[config.mk]
export PLATFORM = sky130hd
export DESIGN_NAME = mux16_scan_ctrl
export DESIGN_NICKNAME = d
export VERILOG_FILES = /design/src/rtl/mux16_scan_ctrl.sv
export SDC_FILE = /design/constraint.sdc
export NUM_CORES = 1
export LEC_CHECK = 0
export BUFFER_PORTS_ARGS = -buffer_cell sky130_fd_sc_hd__clkbuf_2
export CORE_UTILIZATION = 62
export CTS_CLUSTER_DIAMETER = 60
export DETAILED_ROUTE_END_ITERATION = 10
export HOLD_SLACK_MARGIN = 0.06
export PLACE_DENSITY = 0.86
export RECOVER_POWER = 100
export SETUP_SLACK_MARGIN = 0.4
export SLEW_MARGIN = 10
export SYNTH_ARGS = -nofsm -noshare
export SYNTH_HDL_FRONTEND = slang
export SYNTH_SLANG_ARGS = --single-unit
[constraint.sdc]
create_clock -name clk -period 9.1 [get_ports clk]
set_input_delay 1.82 -clock clk [delete_from_list [all_inputs] [get_ports clk]]
set_output_delay 1.82 -clock clk [all_outputs]
set_load 0.01 [all_outputs]
[src/rtl/mux16_scan_ctrl.sv]
// Scan sequencer for the 16:1 inverting strobed selector: visits every enabled
// channel in ascending order, samples after a settle time, and reports a 16-bit snapshot.
module mux16_scan_ctrl #(
    parameter int SETTLE = 1,
    parameter int NCH    = 16
) (
    input  logic           clk,
    input  logic           rst_n,
    input  logic           start,
    input  logic           abort,
    input  logic [NCH-1:0] ch_mask,
    input  logic           mux_out,
    output logic [3:0]     sel,
    output logic           mux_dis,
    output logic           busy,
    output logic           done,
    output logic [NCH-1:0] data
);

    localparam logic [1:0] ST_IDLE   = 2'd0;
    localparam logic [1:0] ST_SETTLE = 2'd1;
    localparam logic [1:0] ST_SAMPLE = 2'd2;
    localparam logic [1:0] ST_DONE   = 2'd3;

    localparam logic [3:0] CNT_LOAD = 4'(SETTLE - 1);

    logic [1:0]     state_r, state_s;
    logic [3:0]     sel_r, sel_s;
    logic [3:0]     cnt_r, cnt_s;
    logic [NCH-1:0] mask_r, mask_s;
    logic [NCH-1:0] shadow_r, shadow_s;
    logic [NCH-1:0] data_r, data_s;
    logic           mux_dis_r, mux_dis_s;
    logic           busy_r, busy_s;
    logic           done_r, done_s;
    logic [3:0]     first_sel_s;
    logic [3:0]     next_sel_s;
    logic           has_next_s;

    // Lowest set bit of the incoming mask, and next set latched bit above sel.
    always_comb begin
        first_sel_s = 4'd0;
        next_sel_s  = sel_r;
        has_next_s  = 1'b0;
        for (int i = NCH - 1; i >= 0; i--) begin
            first_sel_s = ch_mask[i] ? 4'(i) : first_sel_s;
            if (mask_r[i] && (i > int'(sel_r))) begin
                next_sel_s = 4'(i);
                has_next_s = 1'b1;
            end else begin
                next_sel_s = next_sel_s;
                has_next_s = has_next_s;
            end
        end
    end

    // Next-state and datapath; outputs are decoded from the next state so they register cleanly.
    always_comb begin
        state_s  = state_r;
        sel_s    = sel_r;
        cnt_s    = cnt_r;
        mask_s   = mask_r;
        shadow_s = shadow_r;
        data_s   = data_r;
        case (state_r)
            ST_IDLE: begin
                if (start && !abort) begin
                    shadow_s = {NCH{1'b0}};
                    if (ch_mask != {NCH{1'b0}}) begin
                        mask_s  = ch_mask;
                        sel_s   = first_sel_s;
                        cnt_s   = CNT_LOAD;
                        state_s = ST_SETTLE;
                    end else begin
                        state_s = ST_DONE;
                    end
                end else begin
                    state_s = ST_IDLE;
                end
            end
            ST_SETTLE: begin
                if (abort) begin
                    state_s = ST_IDLE;
                end else if (cnt_r == 4'd0) begin
                    state_s = ST_SAMPLE;
                end else begin
                    cnt_s = cnt_r - 4'd1;
                end
            end
            ST_SAMPLE: begin
                if (abort) begin
                    state_s = ST_IDLE;
                end else begin
                    shadow_s[sel_r] = ~mux_out;
                    if (has_next_s) begin
                        sel_s   = next_sel_s;
                        cnt_s   = CNT_LOAD;
                        state_s = ST_SETTLE;
                    end else begin
                        state_s = ST_DONE;
                    end
                end
            end
            ST_DONE: begin
                state_s = ST_IDLE;
            end
            default: begin
                state_s = ST_IDLE;
            end
        endcase
        if (state_s == ST_DONE) begin
            data_s = shadow_s;
        end else begin
            data_s = data_s;
        end
        mux_dis_s = (state_s == ST_IDLE) || (state_s == ST_DONE);
        busy_s    = (state_s == ST_SETTLE) || (state_s == ST_SAMPLE);
        done_s    = (state_s == ST_DONE);
    end

    // State and output registers.
    always_ff @(posedge clk or negedge rst_n) begin
        if (!rst_n) begin
            state_r   <= ST_IDLE;
            sel_r     <= 4'd0;
            cnt_r     <= 4'd0;
            mask_r    <= {NCH{1'b0}};
            shadow_r  <= {NCH{1'b0}};
            data_r    <= {NCH{1'b0}};
            mux_dis_r <= 1'b1;
            busy_r    <= 1'b0;
            done_r    <= 1'b0;
        end else begin
            state_r   <= state_s;
            sel_r     <= sel_s;
            cnt_r     <= cnt_s;
            mask_r    <= mask_s;
            shadow_r  <= shadow_s;
            data_r    <= data_s;
            mux_dis_r <= mux_dis_s;
            busy_r    <= busy_s;
            done_r    <= done_s;
        end
    end

    assign sel     = sel_r;
    assign mux_dis = mux_dis_r;
    assign busy    = busy_r;
    assign done    = done_r;
    assign data    = data_r;

endmodule

* Yosys cells after proc, flatten, opt, wreduce, memory -nomap -nowiden
Index checks and enable logic that the tools add are counted.
** Word-level totals
- Flip-flop bits (word level) :: 61
- Latch bits :: 0
- RAM bits :: 0
- Bits in read-only memories :: 0
- Word-level logic and storage cells :: 141
- Memories :: 0
** Cells by class
- Add/sub/neg operators :: 1
- $mul :: 0
- Div/mod/pow operators :: 0
- $lt $le $gt $ge :: 17
- Equality and inequality tests :: 13
- Shifts and indexed selects :: 0
- Mux-type cells :: 71
- Bitwise logic cells :: 1
- Reductions and logical operators :: 29
** Operators by type and width (number)
- 4-bit two-way mux :: 41
- 4-bit greater-than comparator, first input constant :: 8
- 16-bit two-way mux :: 2
- 16-bit one-hot mux with 2 select lines :: 1
- 1-bit logical AND :: 17
- 16-bit bitwise mux :: 1
- 3-bit by 4-bit greater-than comparator with 1-bit output, first input constant :: 4
- 1-bit two-way mux :: 16
- 16-bit != test, second input constant :: 1
- 16-bit nonzero test :: 1
- 2-bit two-way mux :: 6
- 2-bit != test, second input constant :: 6
- 4-bit one-hot mux with 3 select lines :: 1
- 2-bit equality test, second input constant :: 4
- 2-bit by 4-bit greater-than comparator with 1-bit output, first input constant :: 2
- 2-bit one-hot mux with 4 select lines :: 1
- 4-bit one-hot mux with 2 select lines :: 1
- 7-bit AND reduction :: 1
- 6-bit AND reduction :: 1
- 4-bit by 5-bit < comparator with 1-bit output, second input constant :: 1
- 1-bit demux with 4-bit select :: 1
- 2-bit by 1-bit equality test with 1-bit output, second input constant :: 2
- 4-bit by 1-bit greater-or-equal comparator with 1-bit output, second input constant :: 1
- 1-bit by 4-bit greater-than comparator with 1-bit output, first input constant :: 1
- other kinds (9) :: 11

* Depth between registers and ports, before layout
Gate-level depths: netlist of run 1.
- Word-level depth :: 22
- Gate-level depth with buffers :: 12
- Mapped depth without buffers :: 8

* Worst setup path before layout of run 1
No wires, ideal clock.
- Path type :: input -> register
- From :: in ch_mask[1]
- To :: reg data_r[0] (netlist: data[0])
- Arrival :: 4065 ps
- Required time :: 8975 ps
- Setup slack :: 4910 ps
- Cell stages on the path :: 8
- Buffers on the path :: 2
- Cells stage by stage :: nor4_1 nand4_1 or2_2 a21oi_1 ha_1 buf_1 clkbuf_1 mux2_2
** Between the ends
- Longest elaborated chain between the ends :: 5
** Ends and longest elaborated chain
- from (decl) :: line 11 : input logic [NCH-1:0] ch_mask,
- 16-bit nonzero test :: line 69 : if (ch_mask != {NCH{1'b0}}) begin
- 2-bit two-way mux :: line 69
- 2-bit two-way mux :: line 67 : if (start && !abort) begin
- 2-bit one-hot mux with 4 select lines :: line 65 : case (state_r)
- 2-bit equality test :: line 111 : if (state_s == ST_DONE) begin
- to (signal assigned) :: line 129 : data_r <= {NCH{1'b0}};
- to (signal assigned) :: line 139 : data_r <= data_s;
- to (decl) :: line 32 : logic [NCH-1:0] data_r, data_s;
Every way passes these cells.
A chain may end at the register's enable or synchronous reset.

==> impl_metrics.env, run 1 <==
export IMPL_clock_sinks=60
export IMPL_vias_per_cell=6.24
export IMPL_cpMaxStageDelayCell="clkbuf_1"
export IMPL_syn_to_final_growth_pct=11.1
export IMPL_drtPass1Iterations=5
export IMPL_leakagePower_nw=1.59
export IMPL_fin_crit_ns=4.30
export IMPL_slew_headroom_pct=-104
export IMPL_globalRouteOverflowTotal=0
export IMPL_async_flop_share_pct=100
export IMPL_skew_ns=0.00856
export IMPL_synth_top_family_by_area="compound AO/OA/AOI/OAI gates"
export IMPL_dpl_hpwl_microns=5010
export IMPL_grt_start_max_net_pins=61
export IMPL_pwr_share_comb_pct=30.9
export IMPL_clockBufferDepth=2
export IMPL_maxCapViolations=1
export IMPL_yosysUniqueCellTypes=52
export IMPL_ys_seq_area_share_pct=46.6
export IMPL_fin_setup_tns_ns=0
export IMPL_postCtsSetupBuffers=0
export IMPL_power_density_nw_per_um2=245
export IMPL_cts_tree="yes"
export IMPL_clkTransAtPathRegs_ns=0.07
export IMPL_syn_inst=328
export IMPL_min_path_type="reg -> reg"
export IMPL_root_buffer="clkbuf_8"
export IMPL_wl_per_cell_microns=16.7
export IMPL_worstSetupEndpoint="shadow_r[7]$_DFF_PN0_"
export IMPL_rsz0062_at_grt="false"
export IMPL_final_cell_mix="dfrtp_1, o21ai_0, mux2_2"
export IMPL_h_tree_depth=3
export IMPL_place_area_sq_um=3460
export IMPL_yosys_warnings=0
export IMPL_internal_power_mw=0.541
export IMPL_core_area_sq_um=4850
export IMPL_first_global_vias=2353
export IMPL_cp_top_family="buffers and inverters"
export IMPL_synth_simple_gate_area_share_pct=16.3
export IMPL_syn_num_nets=353
export IMPL_worst_ep_arrival_time_ns=4.08
export IMPL_timing_rr_start="sel[3]$_DFFE_PN0P_"
export IMPL_power_frac_seq_pct=44.6
export IMPL_total_power_mw=0.877
export IMPL_end_kind="async pin"
export IMPL_synth_mux_area_share_pct=11.7
export IMPL_p_sw_share_pct=38.3
export IMPL_cp_depth=2
export IMPL_setup_violations=0
export IMPL_final_common_cell="dfrtp_1"
export IMPL_hold_violations=0
export IMPL_wl_microns=7350
export IMPL_start_kind="input port"
export IMPL_synth_compound_area_share_pct=19.7
export IMPL_cts_hold_buf=0
export IMPL_crit_buf_inv=2
export IMPL_slowest_delay_ns=2.15
export IMPL_worstSetupPathType="in -> async"
export IMPL_final_nets=392
export IMPL_die_x_microns=74.1
export IMPL_syn_area_per_cell_sq_um=9.83
export IMPL_grt_pass1_wl_microns=11800
export IMPL_max_freq_mhz=232
export IMPL_rr_worst_depth=8
export IMPL_synthXorXnorAreaFrac_pct=0
export IMPL_drive_above_1_share_pct=19.4
export IMPL_slew_viol_final=61
export IMPL_ant_nets=0
export IMPL_fin_util_pct=73.9
export IMPL_stdcell_area_sq_um=3580
export IMPL_p_clk_share_pct=24.5
export IMPL_violations="max-capacitance violations, max-slew violations"
export IMPL_rows=25
export IMPL_die_h_microns=74.1
export IMPL_io_buffers=43
export IMPL_start_util_pct=66.5
export IMPL_ys_ff_latch=60
export IMPL_postCtsResizedCells=0
export IMPL_io_pins=44
export IMPL_critical_path_required_ns=8.88
export IMPL_drc_errors=0
export IMPL_r2r_slack_ns=5.58
export IMPL_drt_iter0_drc=265
export IMPL_synth_main_ff_cell="dfrtp_1"
export IMPL_worstPathCellList="clkbuf_2 > clkbuf_1"
export IMPL_place_congestion=0.927
export IMPL_cts_buffers=9
export IMPL_vias=2741
export IMPL_synthAdderAreaFrac_pct=1.55
export IMPL_num_antenna_cells=0
export IMPL_p_switching_mw=0.336
export IMPL_crit_path_start="rst_n"
export IMPL_r2r_end="data[15]$_DFFE_PN0N_"
export IMPL_grt_usage_pct=29.7
export IMPL_crit_fanout=60
export IMPL_peakVddDrop_mv=0.161
export IMPL_status="complete, but fails checks"
export IMPL_clock_latency_ns=0.35
export IMPL_die_area_sq_um=5500
export IMPL_final_period_utilization_pct=47.3
export IMPL_place_ws_ns=4.53
export IMPL_finalWorstSetupSlack_ns=4.80
export IMPL_worst_pin_slew_ns=3.06
export IMPL_synth_cell_area_sq_um=3230
export IMPL_synth_edf_count=0
export IMPL_antenna_found_initial=0
[per-stage QoR]
| stage | hold WS, ns | instances |
|---|---|---|
| detailed placement | 0.481 | 423 |
| global route | 0.529 | 439 |
| CTS | 0.506 | 439 |
| global placement | 0.486 | 423 |
| finish | 0.506 | 439 |
| floorplan | 0.460 | 328 |
[cell type report]
class / instances / area (sq um)
fillers: 381 / 1260
clock inverters: 6 / 40.0
flip-flops and latches: 60 / 1500
well taps: 67 / 83.8
repair buffers: 44 / 188
multi-input cells: 236 / 1570
clock buffers: 10 / 138
inverters: 16 / 60.1
[registers in the layout (all words and copies together) (netlist names)]
signal    count
cnt_r         4
state_r       2
shadow_r     16
done          1
data         16
mux_dis       1
mask_r       15
busy          1
sel           4
[worst min path at each step]
stage                                      start                     end  slack [ns]  depth (start not counted)
final                      shadow_r[4]$_DFF_PN0_   shadow_r[4]$_DFF_PN0_        0.51                          1
after floorplan           shadow_r[12]$_DFF_PN0_  shadow_r[12]$_DFF_PN0_        0.46                          1
after CTS                  shadow_r[4]$_DFF_PN0_   shadow_r[4]$_DFF_PN0_        0.51                          1
after detailed placement   shadow_r[4]$_DFF_PN0_   shadow_r[4]$_DFF_PN0_        0.48                          1
after global placement    shadow_r[12]$_DFF_PN0_  shadow_r[12]$_DFF_PN0_        0.49                          1
after global routing        data[12]$_DFFE_PN0N_    data[12]$_DFFE_PN0N_        0.53                          1
[cells by family after synthesis]
group                    count (synthesis)
AO/OA/AOI/OAI                          101
multiplexers                            34
buffers and inverters                   32
flip-flops                              60
AND/OR/NAND/NOR                         97
adder cells (fa/ha/maj)                  4
[power by group through the flow]
stage	logic [mW]	clock network [mW]	registers (mW)
global placement	0.261	0	0.390
global route	0.298	0.229	0.399
detailed placement	0.270	0	0.393
CTS	0.272	0.217	0.388
finish	0.271	0.215	0.391
floorplan	0.228	0	0.359
[metal layers]
layer	track usage [%]	wire length, microns
met3	8.13	515
met2	42.7	3310
met4	10.0	127
met1	43.7	3400
met5	0	0
[synthesized netlist by cell type, types with 6 or more instances]
cell type	n	area [sq um]
a21oi_1	22	110
buf_2	6	30.0
clkbuf_1	6	22.5
dfrtp_1	59	1480
inv_1	16	60.1
mux2_2	30	338
nand2_1	18	67.6
nand2b_1	10	62.6
nand3_1	8	40.0
nor2_1	23	86.3
nor2b_1	7	43.8
nor3_1	9	45.0
o21ai_0	36	180
No activity file was read; power rests on OpenSTA's default activity.
==> inputs of run 2 (changes only) <==
--- a/config.mk
+++ b/config.mk
@@ -6,11 +6,11 @@
 export NUM_CORES = 1
 export LEC_CHECK = 0
 export BUFFER_PORTS_ARGS = -buffer_cell sky130_fd_sc_hd__clkbuf_2
-export CORE_UTILIZATION = 62
+export CORE_UTILIZATION = 52
 export CTS_CLUSTER_DIAMETER = 60
 export DETAILED_ROUTE_END_ITERATION = 10
 export HOLD_SLACK_MARGIN = 0.06
-export PLACE_DENSITY = 0.86
+export PLACE_DENSITY = 0.77
 export RECOVER_POWER = 100
 export SETUP_SLACK_MARGIN = 0.4
 export SLEW_MARGIN = 10
==> constraint.sdc (replaced) <==
create_clock -name clk -period 3.9 [get_ports clk]
set_input_delay 0.78 -clock clk [delete_from_list [all_inputs] [get_ports clk]]
set_output_delay 0.78 -clock clk [all_outputs]
set_load 0.01 [all_outputs]
==> impl_metrics.env, run 2 (synthesis results as in run 1) <==
export IMPL_status="complete, but fails checks"
export IMPL_violations="max-capacitance violations, max-slew violations"
export IMPL_maxCapViolations=1
export IMPL_wl_per_cell_microns=16.7
export IMPL_globalRouteOverflowTotal=0
export IMPL_syn_to_final_growth_pct=12.7
export IMPL_h_tree_depth=3
export IMPL_vias=2687
export IMPL_cpMaxStageDelayCell="dfrtp_1"
export IMPL_drt_iter0_drc=253
export IMPL_peakVddDrop_mv=0.355
export IMPL_start_kind="flop"
export IMPL_p_sw_share_pct=37.3
export IMPL_drive_above_1_share_pct=19.9
export IMPL_fin_util_pct=61.0
export IMPL_final_nets=396
export IMPL_fin_crit_ns=3.34
export IMPL_p_clk_share_pct=26.4
export IMPL_timing_rr_start="state_r[0]$_DFF_PN0_"
export IMPL_r2r_slack_ns=0.56
export IMPL_worstPathCellList="nand2b_1 > clkbuf_1 > a31o_2 > nor4b_4 > and3_1 > o22ai_1 > a21oi_1 > ha_1 > clkbuf_2 > mux2_2"
export IMPL_max_freq_mhz=299
export IMPL_wl_microns=7550
export IMPL_io_buffers=43
export IMPL_end_kind="flop"
export IMPL_place_area_sq_um=3500
export IMPL_clkTransAtPathRegs_ns=0.07
export IMPL_rr_worst_depth=10
export IMPL_setup_violations=0
export IMPL_skew_ns=0.0107
export IMPL_die_h_microns=80.8
export IMPL_cts_buffers=9
export IMPL_vias_per_cell=5.96
export IMPL_postCtsResizedCells=0
export IMPL_critical_path_required_ns=4.12
export IMPL_final_common_cell="dfrtp_1"
export IMPL_dp_cells=435
export IMPL_grt_start_max_net_pins=45
export IMPL_die_area_sq_um=6520
export IMPL_rows=28
export IMPL_power_frac_seq_pct=42.8
export IMPL_io_pins=44
export IMPL_crit_path_start="state_r[0]$_DFF_PN0_"
export IMPL_p_switching_mw=0.784
export IMPL_fin_hold_ws_ns=0.503
export IMPL_grt_usage_pct=26.0
export IMPL_num_antenna_cells=0
export IMPL_pwr_share_comb_pct=30.8
export IMPL_clock_sinks=60
export IMPL_finalWorstSetupSlack_ns=0.557
export IMPL_final_cell_mix="dfrtp_1, o21ai_0, mux2_2"
export IMPL_place_congestion=0.880
export IMPL_fin_setup_tns_ns=0
export IMPL_power_density_nw_per_um2=578
export IMPL_final_period_utilization_pct=85.7
export IMPL_worstSetupPathType="reg -> reg"
export IMPL_internal_power_mw=1.32
export IMPL_fin_cells=451
export IMPL_crit_buf_inv=2
export IMPL_drc_errors=0
export IMPL_stdcell_area_sq_um=3630
export IMPL_start_util_pct=54.2
export IMPL_core_area_sq_um=5960
export IMPL_cp_depth=10
export IMPL_total_power_mw=2.10
export IMPL_worstSetupEndpoint="data[4]$_DFFE_PN0N_"
export IMPL_worst_pin_slew_ns=2.26
export IMPL_crit_fanout=19
export IMPL_leakagePower_nw=1.61
export IMPL_place_ws_ns=0.643
export IMPL_cts_hold_buf=0
export IMPL_slew_viol_final=45
export IMPL_min_path_type="reg -> reg"
export IMPL_antenna_found_initial=0
export IMPL_root_buffer="clkbuf_8"
export IMPL_dpl_hpwl_microns=5500
export IMPL_drtPass1Iterations=4
export IMPL_ant_nets=0
export IMPL_clockBufferDepth=2
export IMPL_grt_pass1_wl_microns=12700
export IMPL_rsz0062_at_grt="false"
export IMPL_die_x_microns=80.8
export IMPL_slew_headroom_pct=-50.9
export IMPL_hold_violations=0
export IMPL_postCtsSetupBuffers=0
export IMPL_r2r_end="data[4]$_DFFE_PN0N_"
export IMPL_slowest_delay_ns=0.48
export IMPL_clock_latency_ns=0.34
export IMPL_worst_ep_arrival_time_ns=3.56
export IMPL_cts_tree="yes"
export IMPL_first_global_vias=2604
export IMPL_cp_top_family="buffers and inverters"
[run 2: power groups by stage]
stage | Sequential (mW) | Clock (mW) | Combinational, mW
finish | 0.900 | 0.554 | 0.647
global route | 0.922 | 0.597 | 0.721
CTS | 0.897 | 0.563 | 0.656
detailed placement | 0.908 | 0 | 0.654
global placement | 0.900 | 0 | 0.627
floorplan | 0.838 | 0 | 0.531
[run 2: area by class of cell]
cell class / count / area, sq um
fillers: 542 / 2320
clock buffers: 9 / 124
flip-flops and latches: 60 / 1500
multi-input cells: 236 / 1570
clock inverters: 7 / 75.1
inverters: 16 / 60.1
well taps: 75 / 93.8
repair buffers: 48 / 211
[run 2: how the worst min path moves through the flow]
| stage | start | end | depth (start not counted) |
|---|---|---|---|
| after CTS | shadow_r[12]$_DFF_PN0_ | shadow_r[12]$_DFF_PN0_ | 1 |
| after global routing | data[12]$_DFFE_PN0N_ | data[12]$_DFFE_PN0N_ | 1 |
| after floorplan | shadow_r[12]$_DFF_PN0_ | shadow_r[12]$_DFF_PN0_ | 1 |
| after global placement | shadow_r[12]$_DFF_PN0_ | shadow_r[12]$_DFF_PN0_ | 1 |
| final | shadow_r[12]$_DFF_PN0_ | shadow_r[12]$_DFF_PN0_ | 1 |
| after detailed placement | shadow_r[12]$_DFF_PN0_ | shadow_r[12]$_DFF_PN0_ | 1 |
[run 2: worst register-to-register path, stage by stage (launching register included)]
cell and delay (ns):
dfrtp_1 0.48, nand2b_1 0.18, clkbuf_1 0.37, a31o_2 0.39
nor4b_4 0.31, and3_1 0.23, o22ai_1 0.10, a21oi_1 0.20
ha_1 0.18, clkbuf_2 0.36, mux2_2 0.40
[run 2: layer usage]
layer / vias up / part of all wire [%] / GRT usage [%] / wire length, microns
li1: 1282 / - / - / -
met1: 1310 / 46 / 36.7 / 3470
met4: 0 / 1.9 / 8.75 / 140
met2: 82 / 46 / 39.5 / 3500
met3: 13 / 5.9 / 6.07 / 445
met5: - / 0 / 0 / 0
==> inputs of run 3 (changes only) <==
--- a/config.mk
+++ b/config.mk
@@ -6,11 +6,13 @@
 export NUM_CORES = 1
 export LEC_CHECK = 0
 export BUFFER_PORTS_ARGS = -buffer_cell sky130_fd_sc_hd__clkbuf_2
-export CORE_UTILIZATION = 52
+export CAP_MARGIN = 20
+export CORE_MARGIN = 8
+export CORE_UTILIZATION = 50
 export CTS_CLUSTER_DIAMETER = 60
 export DETAILED_ROUTE_END_ITERATION = 10
 export HOLD_SLACK_MARGIN = 0.06
-export PLACE_DENSITY = 0.77
+export PLACE_DENSITY = 0.75
 export RECOVER_POWER = 100
 export SETUP_SLACK_MARGIN = 0.4
 export SLEW_MARGIN = 10
==> impl_metrics.env, run 3 (synthesis results as in run 1) <==
export IMPL_cts_hold_buf=0
export IMPL_worstSetupEndpoint="sel[0]$_DFFE_PN0P_"
export IMPL_grt_pass1_wl_microns=12700
export IMPL_num_antenna_cells=0
export IMPL_power_density_nw_per_um2=576
export IMPL_drt_iter0_drc=191
export IMPL_nFillCells=579
export IMPL_wl_microns=7410
export IMPL_clkTransAtPathRegs_ns=0.07
export IMPL_r2r_end="sel[0]$_DFFE_PN0P_"
export IMPL_io_buffers=43
export IMPL_h_tree_depth=3
export IMPL_dpl_hpwl_microns=5460
export IMPL_total_power_mw=2.10
export IMPL_drtPass1Iterations=4
export IMPL_setup_violations=0
export IMPL_grt_start_max_net_pins=40
export IMPL_peakVddDrop_mv=0.305
export IMPL_critical_path_required_ns=4.14
export IMPL_cts_buffers=9
export IMPL_grt_usage_pct=17.9
export IMPL_timing_rr_start="sel[0]$_DFFE_PN0P_"
export IMPL_r2r_slack_ns=0.65
export IMPL_drive_above_1_share_pct=20.2
export IMPL_end_kind="flop"
export IMPL_violations="max-capacitance violations, max-slew violations"
export IMPL_worstSetupPathType="reg -> reg"
export IMPL_clockBufferDepth=2
export IMPL_vias_per_cell=5.80
export IMPL_rows=29
export IMPL_slew_viol_final=40
export IMPL_final_nets=396
export IMPL_root_buffer="clkbuf_8"
export IMPL_clock_latency_ns=0.35
export IMPL_clock_sinks=60
export IMPL_final_common_cell="dfrtp_1"
export IMPL_rsz0062_at_grt="false"
export IMPL_globalRouteOverflowTotal=0
export IMPL_drc_errors=0
export IMPL_start_util_pct=51.1
export IMPL_crit_path_start="sel[0]$_DFFE_PN0P_"
export IMPL_ant_nets=0
export IMPL_syn_to_final_growth_pct=13.0
export IMPL_place_congestion=0.874
export IMPL_crit_fanout=22
export IMPL_slew_headroom_pct=-34.0
export IMPL_cts_tree="yes"
export IMPL_rr_worst_depth=6
export IMPL_first_global_vias=2623
export IMPL_leakagePower_nw=1.61
export IMPL_worst_pin_slew_ns=2.01
export IMPL_final_cell_mix="dfrtp_1, o21ai_0, mux2_2"
export IMPL_fin_crit_ns=3.25
export IMPL_final_period_utilization_pct=83.2
export IMPL_hold_violations=0
export IMPL_postCtsSetupBuffers=0
export IMPL_maxCapViolations=1
export IMPL_die_x_microns=96.3
export IMPL_wl_per_cell_microns=16.4
export IMPL_die_h_microns=96.3
export IMPL_status="complete, but fails checks"
export IMPL_max_freq_mhz=308
export IMPL_antenna_found_initial=0
export IMPL_start_kind="flop"
export IMPL_fin_setup_tns_ns=0
export IMPL_postCtsResizedCells=0
export IMPL_core_area_sq_um=6310
export IMPL_worst_ep_arrival_time_ns=3.48
export IMPL_skew_ns=0.00543
export IMPL_die_area_sq_um=9280
export IMPL_io_pins=44
export IMPL_min_path_type="reg -> reg"
export IMPL_vias=2628
==> run 3: metrics by stage <==
| step | instances | worst slack (ns) | hold WS [ns] | instance area, sq um | utilization [%] |
|---|---|---|---|---|---|
| CTS | 453 | 0.895 | 0.504 | 3700 | 58.6 |
| global route | 453 | 0.405 | 0.527 | 3640 | 57.7 |
| detailed placement | 437 | 0.628 | 0.487 | 3500 | 55.4 |
| finish | 453 | 0.653 | 0.497 | 3640 | 57.7 |
| floorplan | 328 | 0.750 | 0.460 | 3230 | - |
| global placement | 437 | 0.705 | 0.489 | 3500 | 55.4 |
==> run 3: where the power goes <==
part	internal [mW]	total [mW]	switching, mW
clock network	0.297	0.557	0.260
logic	0.277	0.648	0.371
registers	0.744	0.893	0.149
total	1.32	2.10	0.780
==> run 3: worst min-delay path by stage <==
stage                           start                endpoint  slack (ns)  cells after the start
2_1_floorplan  shadow_r[12]$_DFF_PN0_  shadow_r[12]$_DFF_PN0_        0.46                      1
3_3_place_gp    shadow_r[5]$_DFF_PN0_   shadow_r[5]$_DFF_PN0_        0.49                      1
5_1_grt           data[8]$_DFFE_PN0N_     data[8]$_DFFE_PN0N_        0.53                      1
3_5_place_dp    shadow_r[5]$_DFF_PN0_   shadow_r[5]$_DFF_PN0_        0.49                      1
6_report       shadow_r[12]$_DFF_PN0_  shadow_r[12]$_DFF_PN0_        0.50                      1
4_1_cts        shadow_r[12]$_DFF_PN0_  shadow_r[12]$_DFF_PN0_        0.50                      1
==> run 3: critical path, cell delays in order (launching register included) <==
cell and delay (ns):
dfrtp_1 0.61, or3b_1 0.50, a21o_1 0.23, nor4b_4 0.16, and3_4 0.16, nor4_1 1.04
mux2_2 0.42
==> run 3: cell type report <==
| cell class | count | area [sq um] | area share (%) |
|---|---|---|---|
| clock inverters | 7 | 76.3 | 2.09 |
| flip-flops and latches | 60 | 1500 | 41.2 |
| repair buffers | 48 | 211 | 5.80 |
| multi-input cells | 236 | 1570 | 43.2 |
| inverters | 16 | 60.1 | 1.65 |
| clock buffers | 9 | 124 | 3.40 |
| well taps | 77 | 96.3 | 2.64 |
==> run 3: per-layer routing <==
layer | up-vias | track usage (%) | part of all wire [%]
met5 | - | 0 | 0
met4 | 0 | 8.70 | 1.9
met3 | 11 | 4.21 | 6.7
met2 | 80 | 26.8 | 46
met1 | 1251 | 23.7 | 45
li1 | 1286 | - | -
